<file path="src/rtl/rsa_pkg.sv">
// rtl/rsa_pkg.sv - shared types and op codes for the RSA exponentiation sequencer
package rsa_pkg;

  typedef enum logic [2:0] {
    S_IDLE  = 3'd0,
    S_ISSUE = 3'd1,
    S_WAIT  = 3'd2,
    S_WB    = 3'd3,
    S_DONE  = 3'd4,
    S_ABORT = 3'd5
  } state_t;

  localparam logic [2:0] OP_XBAR  = 3'd0;
  localparam logic [2:0] OP_INIT  = 3'd1;
  localparam logic [2:0] OP_SQR   = 3'd2;
  localparam logic [2:0] OP_MUL   = 3'd3;
  localparam logic [2:0] OP_FINAL = 3'd4;

  function automatic int clog2w(input int w);
    return (w <= 1) ? 1 : $clog2(w);
  endfunction

endpackage

</file>
<file path="src/rtl/rsa_exp_sequencer.sv">
// rtl/rsa_exp_sequencer.sv - left-to-right square-and-multiply sequencer for the Montgomery multiplier
module rsa_exp_sequencer
  import rsa_pkg::*;
#(
  parameter int WIDTH = 8,
  localparam int IW = clog2w(WIDTH)
) (
  input  logic             clk,
  input  logic             rstb,
  input  logic             ena,
  input  logic             start,
  input  logic             stop,
  input  logic [WIDTH-1:0] exponent,
  input  logic             mult_done,
  output logic             mult_start,
  output logic [2:0]       mult_op,
  output logic             xbar_we,
  output logic             acc_we,
  output logic             mult_abort,
  output logic [IW-1:0]    bit_idx,
  output logic             busy,
  output logic             eoc
);

  localparam logic [IW-1:0] TOP_BIT = IW'(WIDTH - 1);

  state_t           r_state, w_state_nxt;
  logic [2:0]       r_op, w_op_nxt;
  logic [IW-1:0]    r_bit_idx, w_bit_idx_nxt;
  logic [WIDTH-1:0] r_e, w_e_nxt;
  logic             w_bit_set;

  assign w_bit_set = r_e[r_bit_idx];

  always_ff @(posedge clk) begin
    if (!rstb) begin
      r_state   <= S_IDLE;
      r_op      <= OP_XBAR;
      r_bit_idx <= TOP_BIT;
      r_e       <= '0;
    end else if (ena) begin
      r_state   <= w_state_nxt;
      r_op      <= w_op_nxt;
      r_bit_idx <= w_bit_idx_nxt;
      r_e       <= w_e_nxt;
    end
  end

  always_comb begin
    w_state_nxt   = r_state;
    w_op_nxt      = r_op;
    w_bit_idx_nxt = r_bit_idx;
    w_e_nxt       = r_e;
    case (r_state)
      S_IDLE: begin
        if (start && !stop) begin
          w_e_nxt       = exponent;
          w_op_nxt      = OP_XBAR;
          w_bit_idx_nxt = TOP_BIT;
          w_state_nxt   = S_ISSUE;
        end
      end
      S_ISSUE: w_state_nxt = S_WAIT;
      S_WAIT:  if (mult_done) w_state_nxt = S_WB;
      S_WB: begin
        w_state_nxt = S_ISSUE;
        case (r_op)
          OP_XBAR: w_op_nxt = OP_INIT;
          OP_INIT: w_op_nxt = OP_SQR;
          OP_SQR, OP_MUL: begin
            // a set bit inserts one MUL after its SQR before the counter moves on
            if (r_op == OP_SQR && w_bit_set) begin
              w_op_nxt = OP_MUL;
            end else if (r_bit_idx == '0) begin
              w_op_nxt = OP_FINAL;
            end else begin
              w_op_nxt      = OP_SQR;
              w_bit_idx_nxt = r_bit_idx - 1'b1;
            end
          end
          default: w_state_nxt = S_DONE;
        endcase
      end
      S_DONE:  w_state_nxt = S_IDLE;
      S_ABORT: w_state_nxt = S_IDLE;
      default: w_state_nxt = S_IDLE;
    endcase
    if (stop && r_state != S_IDLE && r_state != S_ABORT) begin
      w_state_nxt = S_ABORT;
    end
  end

  assign mult_start = ena && (r_state == S_ISSUE);
  assign xbar_we    = ena && (r_state == S_WB) && (r_op == OP_XBAR);
  assign acc_we     = ena && (r_state == S_WB) && (r_op != OP_XBAR);
  assign eoc        = ena && (r_state == S_DONE);
  assign mult_abort = ena && (r_state == S_ABORT);
  assign busy       = (r_state != S_IDLE);
  assign mult_op    = r_op;
  assign bit_idx    = r_bit_idx;

endmodule

</file>
<file path="config.mk">
export PLATFORM = sky130hd
export DESIGN_NAME = rsa_exp_sequencer
export DESIGN_NICKNAME = d
export VERILOG_FILES = /design/src/rtl/rsa_pkg.sv /design/src/rtl/rsa_exp_sequencer.sv
export SDC_FILE = /design/constraint.sdc
export NUM_CORES = 1
export LEC_CHECK = 0
export ABC_AREA = 1
export CAP_MARGIN = 15
export CORE_MARGIN = 3
export CORE_UTILIZATION = 35
export CTS_BUF_LIST = sky130_fd_sc_hd__clkbuf_8
export CTS_CLUSTER_DIAMETER = 80
export DETAILED_ROUTE_END_ITERATION = 7
export PLACE_DENSITY = 0.67
export SYNTH_ARGS = -nofsm -noshare
export SYNTH_HDL_FRONTEND = slang
export SYNTH_SLANG_ARGS = --single-unit
</file>
<file path="constraint.sdc">
create_clock -name clk -period 1.2 [get_ports clk]
set_input_delay 0.36 -clock clk [delete_from_list [all_inputs] [get_ports clk]]
set_output_delay 0.36 -clock clk [all_outputs]
set_load 0.005 [all_outputs]
</file>
# Word level (Yosys, flattened, before mapping)
# Cells that the tools add are included.
dict set report op_classes {
  addsub 1
  mul 0
  div_mod_pow 0
  n_lt_le_gt_ge 1
  n_eq_ne 16
  shifts 0
  n_mux 17
  n_bitwise 0
  reduce_logical 23
}
# op n
set ops {}
lappend ops {{2-to-1 mux 3 bit} 11}
lappend ops {{== test 3 x 2 -> 1 bit (second input constant)} 4}
lappend ops {{one-hot mux 3 bit (2 select lines)} 2}
lappend ops {{one-hot mux 3 bit (4 select lines)} 1}
lappend ops {{logical AND 1 bit} 10}
lappend ops {{logical NOT 3 bit} 3}
lappend ops {{!= test 3 bit (second input constant)} 3}
lappend ops {{one-hot mux 3 bit (3 select lines)} 1}
lappend ops {{== test 3 x 1 -> 1 bit (second input constant)} 2}
lappend ops {{== test 3 bit (second input constant)} 2}
lappend ops {{!= test 2 bit (second input constant)} 3}
lappend ops {{AND reduction 3 bit} 2}
lappend ops {{AND reduction 6 bit} 1}
lappend ops {{nonzero test 3 bit} 2}
lappend ops {{< comparator 3 x 4 -> 1 bit (second input constant)} 1}
lappend ops {{!= test 4 x 1 -> 1 bit (second input constant)} 1}
lappend ops {{AND reduction 4 bit} 1}
lappend ops {{OR reduction 4 bit} 1}
lappend ops {{binary-select mux 1 bit (select 3 bit)} 1}
lappend ops {{subtractor 3 x 1 -> 3 bit (second input constant)} 1}
lappend ops {{!= test 2 x 1 -> 1 bit (second input constant)} 1}
lappend ops {{nonzero test 2 bit} 1}
lappend ops {{OR reduction 2 bit} 1}
lappend ops {{logical NOT 1 bit} 1}
lappend ops {{2-to-1 mux 1 bit} 1}
dict set report totals {
  ff_bits 17
  latchBits 0
  ram_bits 0
  romBits 0
  in_bits 14
  out_inout_bits 12
  elab_cells 62
  memories 0
}

# Depth between registers and ports, before layout
# Gate-level depths: netlist (run 1).
dict set report depth {
  ltp_word 6
  mapped_depth 11
}

# Least setup slack after synthesis (run 1)
# No wires, ideal clock.
dict set report synth_timing {
  kind {register to register}
  from {reg r_bit_idx[0], in the netlist bit_idx[0]}
  to {reg r_bit_idx[0], in the netlist bit_idx[0]}
  setup_ns 0.130
  arrival_time_ns 1.188
  required_time_ns 1.070
  slack_ns -0.118
  path_stages_with_launch 11
  n_path_buf 0
  period_less_slack_ns 1.318
  cell_sequence {dfxtp_1 -> inv_2 -> ha_1 -> inv_1 -> nor2_1 -> nor2_1 -> nand2_1 -> nand2_2 -> nand2_2 -> nand2_1 -> nand3_1}
}
dict set report synth_between {
  elab_chain_len 5
  elab_cells_between_ends 12
  classes_between {add/sub (1); eq/ne (2); mux (6); reduce/logical (3)}
}
# element line_no
set synth_rtl {}
lappend synth_rtl {{start: declaration} rsa_exp_sequencer.sv:29} ;# logic [IW-1:0] r_bit_idx, w_bit_idx_nxt;
lappend synth_rtl {{start signal: assignment} rsa_exp_sequencer.sv:44} ;# r_bit_idx <= w_bit_idx_nxt;
lappend synth_rtl {{subtractor 3 x 1 -> 3 bit / binary-select mux 1 bit (select 3 bit) (equally long branches)} {rsa_exp_sequencer.sv:78, rsa_exp_sequencer.sv:33}}
lappend synth_rtl {{2-to-1 mux 3 bit / 2-to-1 mux 1 bit (equally long branches)} {rsa_exp_sequencer.sv:74, rsa_exp_sequencer.sv:33}}
lappend synth_rtl {{2-to-1 mux 3 bit / logical AND 1 bit (equally long branches)} rsa_exp_sequencer.sv:72} ;# if (r_op == OP_SQR && w_bit_set) begin
lappend synth_rtl {{2-to-1 mux 3 bit / != test 2 bit (equally long branches)} n/a}
lappend synth_rtl {{one-hot mux 3 bit (2 select lines) / AND reduction 6 bit (equally long branches)} n/a}
# Parallel ways exist; a longest one is shown, timed or not. The select of a mux whose other input is x is not followed.
# A chain may end at the register's enable or synchronous reset.

# Final worst setup path (run 1)
dict set report layout_timing {
  from {reg r_state[2]}
  to {out mult_start}
}
dict set report layout_between {
  elab_chain_len 2
}
# element line_no
set layout_rtl {}
lappend layout_rtl {{start: declaration} rsa_exp_sequencer.sv:27} ;# state_t r_state, w_state_nxt;
lappend layout_rtl {{start signal: assignment} rsa_exp_sequencer.sv:42} ;# r_state <= w_state_nxt;
lappend layout_rtl {{== test 3 x 1 -> 1 bit} rsa_exp_sequencer.sv:93} ;# assign mult_start = ena && (r_state == S_ISSUE);
lappend layout_rtl {{logical AND 1 bit} rsa_exp_sequencer.sv:93}
lappend layout_rtl {{end: declaration} rsa_exp_sequencer.sv:15} ;# output logic mult_start,
# Every way passes these cells.

==> reports/summary.txt, run 1 <==
Worst skew pair latency: 0.26 ns
Commonest non-fill, non-tap cell in the layout: buf_4
Syn Area/Cell: 6.70 sq um
Worst Hold End: bit_idx[1]$_SDFFE_PN1P_
Internal reg-to-reg setup slack: -0.25 ns
Yosys cell types: 22
Worst hold path type: reg2reg
Most frequent cells in the layout: 25 x buf_4, 23 x nand2_1, 20 x nor2_1, 17 x buf_6, 11 x clkdlybuf4s50_1
Antenna violations before repair: 0
Clock transition at path regs: 0.07 ns
CP Launch Point: r_state[2]$_SDFFE_PN0P_
DIE HEIGHT: 59.4 um
Post-Place Cell Area: 1490 sq um
H-tree depth: 1
Antenna diodes: 0
Drt first pass iters: 3
RSZ-0062 raised after global routing: true
Max FO, Critical Path: 4
Worst-Margin Slew: 0.258 ns
Syn nets: 165
Worst Slack Setup Final: -0.271 ns
Layout cell share with drive strength beyond 1: 52.1%
Fillers: 207
Hold Vio Cnt, Final: 0
CP Capture Type: output pin
Clock root cell: clkbuf_8
Worst slew margin: 82.6%
Seq. cell area: 358 sq um
Placed cell count: 229
Layout Cells excl Fill: 245
DRT iter0 DRCs: 43
Area of the multi-input gates: 757 sq um
Clock sink count: 17
Final Max Slew Viols: 0
Via count: 1,198
Post-synthesis sequential area ratio: 34.1%
Synth warnings: 0
Violated checks: setup timing
Synthesized flop and latch total: 17
I/O pin cnt: 26
Nets: 232
Setup violators final: 23
P per Cell Area: 1140 nW/um^2
Wire length per cell: 12.7 um
Final setup skew: 0.00871 ns
Overflow after GRT: 0
Min-delay src: bit_idx[1]$_SDFFE_PN1P_
CTS Buffer Depth: 2
Critical R2R Capture: mult_op[0]$_SDFFE_PN0P_
Detail Route Antenna Nets: 0
Synthesized area: 998 sq um
Design area: 1840 sq um
Initial Util: 38.6%
Pin count of the biggest net entering global routing: 12
WHS Path Cells: 2
I/O Buffers: 25
Worst reg2reg path startpoint: r_state[1]$_SDFFE_PN0P_
Vias per cell: 4.89
Shortest period the worst path allows: 1.47 ns
Worst reg2reg path depth: 10
Hold-fix buffers, CTS: 0
Tcrit/Tclk final: 123%
Placer Congestion: 0.818
DIE AREA: 3530 sq um
Fmax: 680 MHz
Die width: 59.4 um
Core area: 2590 sq um
CP Launch Type: flop
Critical path required time: 0.84 ns
Setup TNS Final: -5.02 ns
Remaining DRCs: 0
DP Wirelength: 1970 um
Syn Inst Count: 149
CP Class: reg2out
Area Overhead vs Synth: 84.5%
Final wirelength: 3110 um
Row cnt: 18
Gr usage total: 18.0%
Status: finished, violations left
CTS tree: yes
Vias in the first global route: 1,201
Critical Path AT: 1.11 ns
First-pass GRT wire length: 4900 um
Worst vdd ir: 0.947 mV
Max-cap viol count: 0
CTS buffer count: 3
Lkg Pwr: 0.840 nW
[cells in the mapped netlist (all sizes together)]
cell    count  share of area (%)
dfxtp      17                 34
nand4       2                1.3
nor2       23                8.9
ha          2                2.5
a21oi       7                3.9
inv        20                7.8
nand3      21                 14
nand2      34                 15
nor4        1               0.63
o21ai      12                6.0
clkbuf      1               0.38
xnor2       1               0.88
nor3        8                5.1
[flip-flops by register name, indices dropped and copies added (netlist names)]
name     flops
bit_idx      3
mult_op      3
r_e          8
r_state      3
[stage by stage]
stage	hold WS [ns]	total power [mW]	util, %	worst slack [ns]
after global placement	0.480	1.35	57.5	-0.793
final	0.509	2.09	71.1	-0.271
after global routing	0.530	2.21	71.1	-0.334
after detailed placement	0.474	1.37	57.5	-0.864
after floorplan	0.471	1.03	-	0.00383
after CTS	0.512	1.96	65.1	-0.253
[layer usage]
metal  vias up  track usage [%]  wire (um)
li1        616                -          -
met1       541             19.0       1310
met2        31             33.2       1570
met3        10             4.14        152
met4         0             8.09         84
met5         -                0          0
[how the worst max path moves through the flow]
stage                                    endpoint  cells past startpoint
after floorplan           bit_idx[1]$_SDFFE_PN1P_                     10
after detailed placement                      eoc                      4
after global routing      mult_op[0]$_SDFFE_PN0P_                     11
final                                  mult_start                      4
after CTS                              mult_abort                      5
after global placement                        eoc                      4
[cells by family after synthesis]
logic type,synth area share [%]
compound gates,9.90
xor+xnor,0.877
fa+ha+maj,2.51
buf+inv,8.15
flops,34.1
simple gates,44.5
[where the power goes]
| part | switching [mW] | leakage [nW] | internal (mW) | total [mW] |
|---|---|---|---|---|
| Clock | 0.202 | 0.0269 | 0.227 | 0.429 |
| Combinational | 0.497 | 0.672 | 0.477 | 0.974 |
| Sequential | 0.0584 | 0.142 | 0.633 | 0.691 |
[timing repair]
action                     CTS  global route
pin swaps                   15            15
resized for setup           84            32
buffers inserted             7             6
setup endpoints to repair   29            29
[critical path, cell delays in order, from the launching register on]
cell     delay, ns
dfxtp_2       0.35
buf_6         0.12
buf_6         0.12
nor3_2        0.15
buf_2         0.13
[layout make-up]
type | count | share of cell area (%)
Clock buffer | 3 | 2.24
Clock inverter | 1 | 0.204
Inverter | 20 | 5.03
Multi-Input combinational cell | 111 | 41.1
Sequential cell | 17 | 19.4
Tap cell | 30 | 2.04
Timing Repair Buffer | 63 | 30.0
(Power assumes the default switching activity.)
==> run 2: changes to the inputs <==
--- a/config.mk
+++ b/config.mk
@@ -13,6 +13,7 @@
 export CTS_CLUSTER_DIAMETER = 80
 export DETAILED_ROUTE_END_ITERATION = 7
 export PLACE_DENSITY = 0.67
+export RECOVER_POWER = 25
 export SYNTH_ARGS = -nofsm -noshare
 export SYNTH_HDL_FRONTEND = slang
 export SYNTH_SLANG_ARGS = --single-unit
==> results of run 2 <==
The final DEF is identical to that of run 1; final timing and power are the same.
==> run 3: changes to the inputs <==
--- a/config.mk
+++ b/config.mk
@@ -12,6 +12,7 @@
 export CTS_BUF_LIST = sky130_fd_sc_hd__clkbuf_8
 export CTS_CLUSTER_DIAMETER = 80
 export DETAILED_ROUTE_END_ITERATION = 7
+export HOLD_SLACK_MARGIN = 0.03
 export PLACE_DENSITY = 0.67
 export RECOVER_POWER = 25
 export SYNTH_ARGS = -nofsm -noshare
==> results of run 3 <==
The final DEF is identical to that of run 1; final timing and power are the same.
